**src/rtl/fetch_unit.sv**
```systemverilog
// fetch_unit: instruction-fetch front end.
// Holds the fetch PC and issues one word request at a time to a
// variable-latency instruction memory (req held until ack). Returned words
// are buffered with their PCs in a DEPTH-entry FIFO that decode drains over
// valid/ready. A redirect flushes the FIFO and restarts fetch at the new
// target; a response still in flight at that point is dropped on arrival.
//
// Ports:
//   clk, reset          clock, synchronous active-high reset
//   imem_req/addr       outstanding request and its word address
//   imem_ack/rdata      single-cycle response strobe and instruction
//   redirect_valid/pc   restart fetch at redirect_pc (low two bits ignored)
//   out_valid/ready     decode handshake on the FIFO head
//   out_pc/pc_plus4     head PC and head PC + 4 (wraps)
//   out_instr           head instruction
//   count               occupied FIFO entries
module fetch_unit #(
    parameter int                ADDR_W   = 32,
    parameter int                DATA_W   = 32,
    parameter int                DEPTH    = 4,
    parameter logic [ADDR_W-1:0] RESET_PC = '0
) (
    input  logic                    clk,
    input  logic                    reset,
    output logic                    imem_req,
    output logic [ADDR_W-1:0]       imem_addr,
    input  logic                    imem_ack,
    input  logic [DATA_W-1:0]       imem_rdata,
    input  logic                    redirect_valid,
    input  logic [ADDR_W-1:0]       redirect_pc,
    output logic                    out_valid,
    input  logic                    out_ready,
    output logic [ADDR_W-1:0]       out_pc,
    output logic [ADDR_W-1:0]       out_pc_plus4,
    output logic [DATA_W-1:0]       out_instr,
    output logic [$clog2(DEPTH):0]  count
);
    localparam int PTR_W = $clog2(DEPTH);
    localparam int CNT_W = PTR_W + 1;

    typedef struct packed {
        logic [ADDR_W-1:0] pc;
        logic [DATA_W-1:0] instr;
    } entry_t;

    entry_t             fifo_q [DEPTH];
    logic [PTR_W-1:0]   head;
    logic [PTR_W-1:0]   tail;
    logic [ADDR_W-1:0]  fetch_pc;
    logic               drop;

    logic               ack_hit;
    logic               push;
    logic               pop;
    logic               busy;
    logic               issue;
    logic [CNT_W-1:0]   count_next;

    // Word alignment is forced on redirect targets, so the low bits are dead.
    logic unused_redirect_lsbs;
    assign unused_redirect_lsbs = ^redirect_pc[1:0];

    assign ack_hit    = imem_req & imem_ack;   // acks with no request are ignored
    assign push       = ack_hit & ~drop;
    assign pop        = out_valid & out_ready;
    assign busy       = imem_req & ~imem_ack;  // request still waiting after this cycle
    assign count_next = count + CNT_W'(push) - CNT_W'(pop);

    // Only issue when the response is guaranteed a free slot, counting this
    // cycle's push and pop; a push therefore never meets a full FIFO.
    assign issue = ~busy & ~redirect_valid & (count_next < CNT_W'(DEPTH));

    always_ff @(posedge clk) begin
        if (reset) begin
            imem_req  <= 1'b0;
            imem_addr <= RESET_PC;
            fetch_pc  <= RESET_PC;
            drop      <= 1'b0;
            head      <= '0;
            tail      <= '0;
            count     <= '0;
            for (int i = 0; i < DEPTH; i++) fifo_q[i] <= '0;
        end else if (redirect_valid) begin
            count    <= '0;
            head     <= '0;
            tail     <= '0;
            fetch_pc <= {redirect_pc[ADDR_W-1:2], 2'b00};
            if (busy) begin
                // Keep the bus request alive; its data is thrown away.
                drop <= 1'b1;
            end else begin
                imem_req <= 1'b0;
                drop     <= 1'b0;
            end
        end else begin
            if (push) begin
                fifo_q[tail] <= '{pc: imem_addr, instr: imem_rdata};
                tail         <= tail + PTR_W'(1);
            end
            if (pop) head <= head + PTR_W'(1);
            count <= count_next;
            if (ack_hit) drop <= 1'b0;
            if (issue) begin
                imem_req  <= 1'b1;
                imem_addr <= fetch_pc;
                fetch_pc  <= fetch_pc + ADDR_W'(4);
            end else if (ack_hit) begin
                imem_req <= 1'b0;
            end
        end
    end

    assign out_valid    = (count != '0);
    assign out_pc       = fifo_q[head].pc;
    assign out_instr    = fifo_q[head].instr;
    assign out_pc_plus4 = out_pc + ADDR_W'(4);

endmodule

```
**config.mk**
```make
export PLATFORM = sky130hd
export DESIGN_NAME = fetch_unit
export DESIGN_NICKNAME = d
export VERILOG_FILES = /design/src/rtl/fetch_unit.sv
export SDC_FILE = /design/constraint.sdc
export NUM_CORES = 1
export LEC_CHECK = 0
export CORE_MARGIN = 2
export CORE_UTILIZATION = 45
export DETAILED_ROUTE_END_ITERATION = 10
export GPL_ROUTABILITY_DRIVEN = 0
export PLACE_DENSITY = 0.66
export SYNTH_ARGS = -nofsm -noshare
export SYNTH_HDL_FRONTEND = slang
export SYNTH_SLANG_ARGS = --single-unit
```
**constraint.sdc**
```tcl
create_clock -name clk -period 2.95 [get_ports clk]
set_clock_uncertainty 0.05 [all_clocks]
set_input_delay 0.59 -clock clk [delete_from_list [all_inputs] [get_ports clk]]
set_output_delay 0.59 -clock clk [all_outputs]
set_load 0.005 [all_outputs]
```
# --- Yosys cells after proc, flatten, opt, wreduce, memory -nomap -nowiden ---
# Memory sizes are Yosys's and may differ from the RTL's. A register that Yosys moved wholly into a read port is not among the register bits.
# Index checks and enable logic that the tools add are counted.
classes:
  n_bitwise: 10
  mux: 19
  n_reduce_logical: 8
  eq_ne: 1
  n_addsub: 6
  order_cmp: 1
ops:
  columns: ["operator", "n"]
  rows:
  - ["32-bit by 3-bit adder with 32-bit output, second input constant", 2]
  - ["32-bit two-way mux", 2]
  - ["64-bit two-way mux", 1]
  - ["64-bit OR reduction", 1]
  - ["1-bit two-way mux", 13]
  - ["1-bit AND", 6]
  - ["2-bit two-way mux", 3]
  - ["3-bit nonzero test", 2]
  - ["2-bit by 1-bit adder with 2-bit output, second input constant", 2]
  - ["1-bit inverter", 4]
  - ["2-bit AND reduction", 2]
  - ["2-bit nonzero test", 2]
  - ["3-bit by 1-bit adder with 3-bit output", 1]
  - ["3-bit less-than comparator, second input constant", 1]
  - ["3-bit by 1-bit subtractor with 3-bit output", 1]
  - ["2-bit inequality test, second input constant", 1]
  - ["2-bit OR reduction", 1]
word_totals:
  output_inout_bits: 133
  input_bits: 69
  ram_bits: 256
  register_bits: 73
  memories: 1
memory_table:
  columns: ["name", "words", "width", "read_ports", "rd_ports_with_merged_regs", "wr", "line_no", "text"]
  rows:
  - ["fifo_q", 4, 64, 1, 1, 4, "46", "entry_t fifo_q [DEPTH];"]

# --- Depth between registers and ports, before layout ---
# Gate-level depths: netlist (run 1).
logic_depth:
  word_depth: 8
  ltp_mapped: 12
  mapped_depth_nobuf: 11

# --- Least setup slack after synthesis (run 1) ---
# OpenSTA, ideal clock, no wires.
synth_timing:
  kind: "input-to-reg"
  from: "input redirect_valid"
  to: "memory fifo_q[3][0] in the netlist's numbering (enable)"
  arrival_ns: 2.732
  setup_slack_ns: -0.255
  path_buffers: 2
  cell_stages: 4
  path_cell_list: "inv_1 > clkbuf_1 > buf_1 > a41o_1"
synth_lines:
  columns: ["element", "line_no", "text"]
  rows:
  - ["start: declaration", "29", "input logic redirect_valid,"]
  - ["end: declaration", "46", null]

==> flow_summary_export.csv, run 1 <==
group,metric,value,unit
run_status,outcome,"complete, but fails checks",
run_status,violations,"negative setup slack",
sta,fin_ws,-0.404,ns
sta,period_needed,3.35,ns
finish,most-common-layout-cells,"251 x and2_1, 248 x edfxtp_1, 101 x clkdlybuf4s50_1, 92 x buf_4, 76 x nand2_1",
floorplanning,rows,65,
setup_path,crit_path_top_delay_cell,"or4_4",
floorplanning,start_util,45.8,%
synth,synth.avg_cell_area,13.4,sq um
setup_path,required,2.31,ns
sta,max-slew-margin-rel,36.3,%
finish,num_antenna_cells,0,
synth,yosysUniqueCellTypes,51,
finish,areaGrowthSynthToFinish,38.2,%
sta,maxSlewViolCount,0,
place,dp.cells,1709,
power,powerDensity,517,nW/um^2
sta,holdWs,0.392,ns
setup_path,critical-path-max-stage-delay,0.57,ns
setup_path,reg2reg_depth,11,
setup_path,path_delay_family,"simple AND/OR/NAND/NOR gates",
floorplanning,die_y,183,um
sta,worstMarginPinSlew,0.953,ns
floorplanning,ios,202,
finish,fin_cells,1848,
sta,final.setup.tns,-9.17,ns
hold_path,hold_path.class,"primary input to flip-flop",
routing,drt-vias-per-instance,5.30,
flow_run,cap_violations,0,
setup_path,critPathCaptureType,"output port",
sta,post-route-period-util,114,%
clocking,cts.sinks,319,
sta,setup_viol,51,
clocking,clockBufferDepth,3,
power,p_leak,0.00781,uW
clocking,clock_latency,0.50,ns
power,max-vdd-ir-drop,346,uV
setup_path,worst-setup-path-type,"flip-flop to output port",
sta,hold_viol_final,0,
floorplanning,dieArea,33600,sq um
synth,synth_cells,1078,
floorplanning,dieWidth,183,um
clocking,cts-root-buf,"clkbuf_16",
finish,fin_area,20000,sq um
clocking,cts_inserted_buffers,34,
place,io_buffers,193,
sta,rsz0062_at_grt,"yes",
floorplanning,core_area,31600,sq um
synth,yosysWarnings,0,
sta,max_freq,0.298,GHz
setup_path,cp_num_buf_inv,3,
routing,wl_per_cell,20.0,um
finish,layout.nets,1496,
finish,fillers,2373,
routing,vias,9803,
grt,grt_pass1_vias,9801,
routing,drt_pass1_iterations,7,
grt,grt-ovfl-total,0,
hold_path,hold_depth,3,
place,dp_hpwl,23.0,mm
grt,grt_pass1_wl,56.3,mm
place,placed_area,17600,sq um
finish,drive_gt1_share,30.6,%
grt,track_usage,21.8,%
synth,ys_seq_elements,319,
clocking,cts.clk_slew.worst_paths,0.06,ns
grt,antenna_found_initial,0,
setup_path,arrival,2.71,ns
setup_path,cp.depth,8,
routing,wl,36.9,mm
synth,synth-seq-area-share,61.4,%
setup_path,start_kind,"flip-flop",
setup_path,worstPathMaxFanout,7,
grt,grt_max_degree,66,
routing,drtIter0Drc,576,
routing,postRouteAntennaNets,0,
setup_path,path_cells,"buf_8 > mux4_2 > nand4_4 > or4_4 > buf_6 > nor3_4 > xor2_1 > buf_2",
synth,syn_area,14500,sq um
clocking,cts_tree,"yes",
finish,final_common_cell,"and2_1",
routing,drc,0,
clocking,htreeDepth,2,
finish,fin_util,63.3,%
clocking,hold_buffers,0,
[report_power, final]
part	total (uW)	switching, uW	internal, uW
registers	5140	126	5020
logic	998	461	537
clock network	4180	1680	2500
[layer usage]
layer / wire, um / GRT usage, %
met3: 1690 / 3.12
met5: 0 / 0
met4: 748 / 5.34
met1: 16100 / 30.0
met2: 18400 / 36.9
[cell type report]
type | instances | area, sq um | share of cell area [%]
sequential | 319 | 8880 | 44.4
timing repair buffer | 378 | 3770 | 18.9
multi-input combinational | 678 | 5680 | 28.5
tap | 402 | 503 | 2.52
clock inverter | 13 | 148 | 0.739
inverter | 12 | 47.5 | 0.238
clock buffer | 46 | 937 | 4.69
[worst paths after layout]
check / start / to / slack [ns]
max: flip-flop / out_pc_plus4[20] / -0.40
min reg2reg: fetch_pc[19] / imem_addr[19] / 0.44
max reg2reg: count[1] / fetch_pc[10] / 0.06
min: reset / count[1] / 0.39
[cell families after synthesis]
family | after synthesis | synth area share, %
AND/OR/NAND/NOR | 478 | 18.8
flip-flops | 319 | 61.4
buffers and inverters | 86 | 2.68
AO/OA/AOI/OAI | 72 | 3.19
multiplexers | 62 | 9.90
XOR/XNOR | 56 | 3.59
adder cells (fa/ha/maj) | 4 | 0.398
other | 1 | 0.0259
[tightest hold or removal path: stages]
cell	delay, ns
buf_2	0.12
nor2_1	0.05
and2_1	0.14
[synth_stat cells (all sizes together)]
library cell,n,area [sq um]
a2111oi,3,26.3
a211oi,22,165
a21oi,33,165
a311oi,6,52.6
a41o,1,10.0
and2,251,1570
and3,10,62.6
and3b,2,17.5
and4,5,43.8
buf,20,140
clkbuf,54,203
conb,1,3.75
dfxtp,71,1420
edfxtp,248,7450
fa,1,20.0
ha,3,37.5
inv,12,45.0
mux4,62,1430
nand2,83,312
nand2b,1,6.26
nand3,24,125
nand4,15,130
nand4b,2,17.5
nor2,48,180
nor2b,2,12.5
nor3,13,80.1
nor3b,1,12.5
nor4,9,71.3
nor4b,1,8.76
o211a,1,10.0
o21ai,5,25.0
o21bai,1,7.51
or2,5,31.3
or3,5,31.3
or4,1,11.3
xnor2,40,350
xnor3,1,22.5
xor2,14,123
xor3,1,23.8
[per-stage QoR]
step	power, uW	worst slack, ns
2_1_floorplan	5580	0.00170
3_3_place_gp	6140	-0.478
3_5_place_dp	6160	-0.576
4_1_cts	10300	-0.468
5_1_grt	10700	-0.542
6_report	10300	-0.404
[what timing repair did]
item                                    in CTS  in global routing
cloned                                       5                  0
gates resized for setup                    363                113
pin swaps                                   49                 41
setup buffers                               43                 39
hold endpoints to repair                     0                  0
endpoints found under the setup margin      99                105
[registers in the layout (all words and copies together), names as in the netlist, named ones only]
| name | count |
|---|---|
| fetch_pc | 30 |
| imem_req | 1 |
| count | 3 |
| tail | 2 |
| head | 2 |
| drop | 1 |
| imem_addr | 30 |
| fifo_q | 248 |
Note: power is estimated with default switching activity, not from simulation.
==> run 2: changes to the inputs <==
--- a/config.mk
+++ b/config.mk
@@ -7,3 +7,2 @@
 export LEC_CHECK = 0
-export CORE_MARGIN = 2
 export CORE_UTILIZATION = 45
@@ -11,2 +10,3 @@
 export GPL_ROUTABILITY_DRIVEN = 0
+export HOLD_SLACK_MARGIN = 0.15
 export PLACE_DENSITY = 0.66
==> constraint.sdc (replaced) <==
create_clock -name clk -period 2.95 [get_ports clk]
set_clock_uncertainty 0.05 [all_clocks]
set_input_delay 0.4425 -clock clk [delete_from_list [all_inputs] [get_ports clk]]
set_output_delay 0.4425 -clock clk [all_outputs]
set_load 0.005 [all_outputs]
==> flow_summary_export.csv, run 2 (synthesis results as in run 1) <==
group,metric,value,unit
setup_path,worstPathMaxFanout,6,
clocking,cts-root-buf,"clkbuf_16",
setup_path,start_kind,"flip-flop",
sta,rsz0062_at_grt,"yes",
sta,worstMarginPinSlew,0.995,ns
finish,regMostFlops,"fifo_q",
routing,postRouteAntennaNets,0,
clocking,cts.clk_slew.worst_paths,0.06,ns
setup_path,arrival,2.70,ns
sta,max_freq,0.313,GHz
finish,num_antenna_cells,0,
setup_path,cp_num_buf_inv,3,
clocking,htreeDepth,2,
finish,areaGrowthSynthToFinish,34.9,%
sta,holdWs,0.343,ns
place,placed_area,17500,sq um
routing,wl,34.5,mm
setup_path,crit_path_top_delay_cell,"or4_4",
setup_path,cpMostUsedCell,"buf_6",
grt,antenna_found_initial,0,
setup_path,path_delay_family,"simple AND/OR/NAND/NOR gates",
setup_path,worst-setup-path-type,"flip-flop to output port",
grt,grt-ovfl-total,0,
place,io_buffers,193,
clocking,clock_latency,0.51,ns
power,p_leak,0.00751,uW
clocking,cts_inserted_buffers,35,
run_status,outcome,"complete, but fails checks",
finish,final_common_cell,"and2_1",
power,max-vdd-ir-drop,441,uV
sta,setup_viol,22,
sta,maxSlewViolCount,0,
clocking,hold_buffers,0,
routing,wl_per_cell,19.2,um
floorplanning,ios,202,
floorplanning,dieArea,32800,sq um
clocking,cts_tree,"yes",
finish,fillers,2427,
floorplanning,die_y,181,um
finish,most-common-layout-cells,"251 x and2_1, 248 x edfxtp_1, 142 x clkdlybuf4s50_1, 81 x nand2_1, 72 x buf_4",
floorplanning,dieWidth,181,um
setup_path,critPathCaptureType,"output port",
sta,max-slew-margin-rel,33.5,%
clocking,clockBufferDepth,3,
finish,layout.nets,1439,
setup_path,critical-path-max-stage-delay,0.47,ns
floorplanning,rows,65,
sta,fin_ws,-0.241,ns
hold_path,hold_path.class,"primary input to flip-flop",
setup_path,rrSetupSlack,-0.06,ns
routing,vias,9407,
routing,drc,0,
sta,hold_viol_final,0,
run_status,violations,"negative setup slack",
routing,drt_pass1_iterations,5,
setup_path,path_cells,"buf_6 > mux4_2 > ha_2 > nand3_4 > or4_4 > buf_6 > nor3_4 > xnor2_1 > buf_2",
power,powerDensity,528,nW/um^2
clocking,cts.sinks,319,
floorplanning,core_area,31600,sq um
flow_run,cap_violations,0,
grt,track_usage,21.0,%
finish,drive_gt1_share,24.8,%
sta,post-route-period-util,108,%
finish,largest_reg_flops,248,
grt,grt_pass1_vias,9433,
routing,drtIter0Drc,588,
grt,grt_pass1_wl,53.2,mm
finish,top_regs,"fifo_q x248, fetch_pc x30, imem_addr x30",
sta,period_needed,3.19,ns
routing,drt-vias-per-instance,5.25,
finish,fin_area,19500,sq um
floorplanning,start_util,45.8,%
grt,grt_max_degree,68,
place,dp_hpwl,21.4,mm
setup_path,required,2.46,ns
==> run 2: per-layer routing <==
| layer | GRT usage [%] | wire length, um | vias to the layer above |
|---|---|---|---|
| li1 | - | - | 4457 |
| met1 | 28.5 | 15200 | 4633 |
| met2 | 35.3 | 16900 | 267 |
| met3 | 2.88 | 1590 | 50 |
| met4 | 6.03 | 806 | 0 |
| met5 | 0 | 0 | - |
==> run 2: cell type report <==
type / instances / area, sq um / area share [%]
clock inverters: 21 / 204 / 1.05
repair buffers: 320 / 3270 / 16.8
multi-input cells: 678 / 5700 / 29.2
clock buffers: 41 / 898 / 4.61
flip-flops and latches: 319 / 8870 / 45.5
inverters: 12 / 45.0 / 0.231
well taps: 402 / 503 / 2.58
==> run 2: path summary, 6_finish.rpt <==
path	startpoint	end	cells past startpoint
setup reg to reg	count[2]	fetch_pc[24]	12
hold reg to reg	fetch_pc[31]	imem_addr[31]	2
hold / removal	reset	tail[0]	3
setup / recovery	flip-flop	out_pc_plus4[22]	9
==> run 2: repair_timing <==
action	CTS	global route
pin swaps	21	65
resized for setup	130	128
setup endpoints to repair	63	96
endpoints found under the hold margin	0	0
buffers inserted	16	24
cloned	1	3
==> run 2: worst min-delay path, stage by stage <==
cell and delay [ns]:
buf_2 0.08, or2_1 0.24, nor2_1 0.08
==> run 2: stage by stage <==
stage | worst slack (ns) | utilization [%] | total power (uW) | std cells | TNS (ns)
5_1_grt | -0.367 | 61.8 | 10600 | 1793 | -8.13
3_5_place_dp | -0.442 | 55.3 | 6140 | 1689 | -16.43
2_1_floorplan | -0.0145 | - | 5580 | 1083 | -0.0214
6_report | -0.241 | 61.8 | 10300 | 1793 | -2.93
3_3_place_gp | -0.360 | 55.3 | 6130 | 1689 | -13.54
4_1_cts | -0.361 | 59.7 | 10300 | 1768 | -5.99
==> run 2: power breakdown <==
part | leakage [uW] | internal, uW | total [uW] | switching [uW]
sequential | 0.00314 | 5020 | 5140 | 125
combinational | 0.00383 | 519 | 955 | 436
clock | 0.000541 | 2460 | 4200 | 1740
==> run 3: changes to the inputs <==
- CAP_MARGIN: unset -> 20
- CORE_MARGIN: unset -> 2
==> flow_summary_export.csv, run 3 (synthesis results as in run 1) <==
group,metric,value,unit
power,switching_share,21.7,%
setup_path,worstPathMaxFanout,7,
setup_path,crit_path_top_delay_cell,"or4_4",
sta,final.setup.tns,-3.42,ns
power,p_leak,0.00759,uW
routing,wl_per_cell,19.6,um
setup_path,cp_num_buf_inv,3,
power,switching_power,2240,uW
floorplanning,die_y,183,um
clocking,cts-root-buf,"clkbuf_16",
setup_path,critical-path-max-stage-delay,0.51,ns
finish,seq_area,8880,sq um
setup_path,critPathCaptureType,"output port",
grt,grt_max_degree,68,
sta,period_needed,3.30,ns
routing,drt-vias-per-instance,5.30,
grt,grt.busiest_layer,"met2",
finish,largest_reg_flops,248,
setup_path,path_cells,"mux4_2 > ha_4 > nand3_4 > buf_6 > or4_4 > buf_6 > nor3_4 > xor2_1 > buf_2",
routing,wl,36.0,mm
setup_path,start_kind,"flip-flop",
clocking,cts_tree,"yes",
place,io_buffers,193,
grt,track_usage,21.3,%
clocking,clock_latency,0.51,ns
finish,num_antenna_cells,0,
power,powerDensity,522,nW/um^2
sta,post-route-period-util,112,%
run_status,outcome,"complete, but fails checks",
flow_run,cap_violations,0,
floorplanning,start_util,45.8,%
routing,vias,9707,
clocking,cts.sinks,319,
sta,hold_viol_final,0,
power,seqPwrFrac,49.9,%
floorplanning,ios,202,
clocking,cts.clk_slew.worst_paths,0.06,ns
finish,fin_area,19700,sq um
sta,worstMarginPinSlew,1.02,ns
grt,antenna_found_initial,0,
sta,maxSlewViolCount,0,
place,placed_area,17600,sq um
finish,final_common_cell,"and2_1",
finish,multi_input_comb_area,5700,sq um
setup_path,required,2.46,ns
place,dp_hpwl,22.0,mm
place,post-place-ws,-0.400,ns
setup_path,path_delay_family,"simple AND/OR/NAND/NOR gates",
finish,fillers,2429,
power,max-vdd-ir-drop,348,uV
sta,rsz0062_at_grt,"yes",
routing,drt_pass1_iterations,5,
sta,fin_ws,-0.347,ns
finish,most-common-layout-cells,"251 x and2_1, 248 x edfxtp_1, 127 x clkdlybuf4s50_1, 100 x buf_4, 78 x nand2_1",
finish,drive_gt1_share,27.1,%
grt,grtUsageMet2,35.9,%
floorplanning,dieWidth,183,um
sta,max_freq,0.303,GHz
floorplanning,dieArea,33600,sq um
finish,areaGrowthSynthToFinish,36.5,%
hold_path,hold_path.class,"primary input to flip-flop",
setup_path,cpMostUsedCell,"buf_6",
grt,grt_pass1_wl,55.0,mm
grt,use_met3,2.92,%
grt,grt-ovfl-total,0,
clocking,htreeDepth,2,
routing,drc,0,
power,p_int,8070,uW
setup_path,arrival,2.80,ns
sta,setup_viol,26,
finish,fin_util,62.5,%
floorplanning,core_area,31600,sq um
grt,met1_usage,28.9,%
routing,postRouteAntennaNets,0,
routing,drtIter0Drc,643,
setup_path,worst-setup-path-type,"flip-flop to output port",
sta,max-slew-margin-rel,31.6,%
finish,top_regs,"fifo_q x248, fetch_pc x30, imem_addr x30",
power,combPwrFrac,9.5,%
power,p_clk_share,40.7,%
floorplanning,rows,65,
clocking,clockBufferDepth,3,
run_status,violations,"negative setup slack",
clocking,cts_inserted_buffers,35,
finish,layout.nets,1478,
finish,regMostFlops,"fifo_q",
grt,grt_pass1_vias,9789,
run 3: changes by cell type in the layout (fill, tap and decap cells not counted), moves of 4 or more:
cell             previous run  this run
clkbuf_1                    6        10
dlygate4sd2_1               4        29
buf_4                      72       100
buf_6                      27        37
dlymetal6s2s_1             22         4
clkdlybuf4s50_1           142       127
clkinv_2                    8         4
buf_8                       2         6
run 3: tightest hold or removal path: cells and delay by family:
family                 cells  cell delay, ns
buffers and inverters      1            0.08
AND/OR/NAND/NOR            2            0.33
run 3: layout make-up:
cell class / instances / area share [%]
clock buffers: 47 / 4.83
clock inverters: 14 / 0.717
inverters: 12 / 0.228
multi-input cells: 678 / 28.9
flip-flops and latches: 319 / 45.0
well taps: 402 / 2.55
repair buffers: 359 / 17.8
run 3: power groups by stage:
stage	combinational [uW]	clock (uW)	sequential, uW
after global routing	1050	4450	5170
after CTS	935	4260	5140
after detailed placement	919	0	5240
after floorplan	386	0	5190
after global placement	912	0	5230
final	975	4190	5140
run 3: metrics by stage:
stage | power (uW) | hold WS (ns) | instances
3_5_place_dp | 6150 | 0.415 | 1706
5_1_grt | 10700 | 0.418 | 1831
4_1_cts | 10300 | 0.347 | 1805
6_report | 10300 | 0.360 | 1831
2_1_floorplan | 5580 | 0.390 | 1083
3_3_place_gp | 6140 | 0.412 | 1706
run 3: worst paths after layout:
check / depth (start not counted) / slack [ns] / endpoint / start
setup / recovery: 9 / -0.35 / out_pc_plus4[20] / flip-flop
hold / removal: 3 / 0.36 / tail[0] / reset
setup reg to reg: 13 / -0.03 / fetch_pc[21] / count[0]
hold reg to reg: 2 / 0.42 / imem_addr[31] / fetch_pc[31]
run 3: per-layer routing:
metal	share of wire, %	vias to the layer above	wire (um)
li1	-	4548	-
met1	44	4852	15700
met2	50	265	17800
met3	4.6	42	1660
met4	2.3	0	814
met5	0	-	0
run 3: what timing repair did:
action / CTS / global route
hold buffers: 0 / 0
cloned: 3 / 1
pin swaps: 26 / 65
endpoints found under the setup margin: 77 / 72
buffers inserted: 35 / 30
resized for setup: 203 / 115
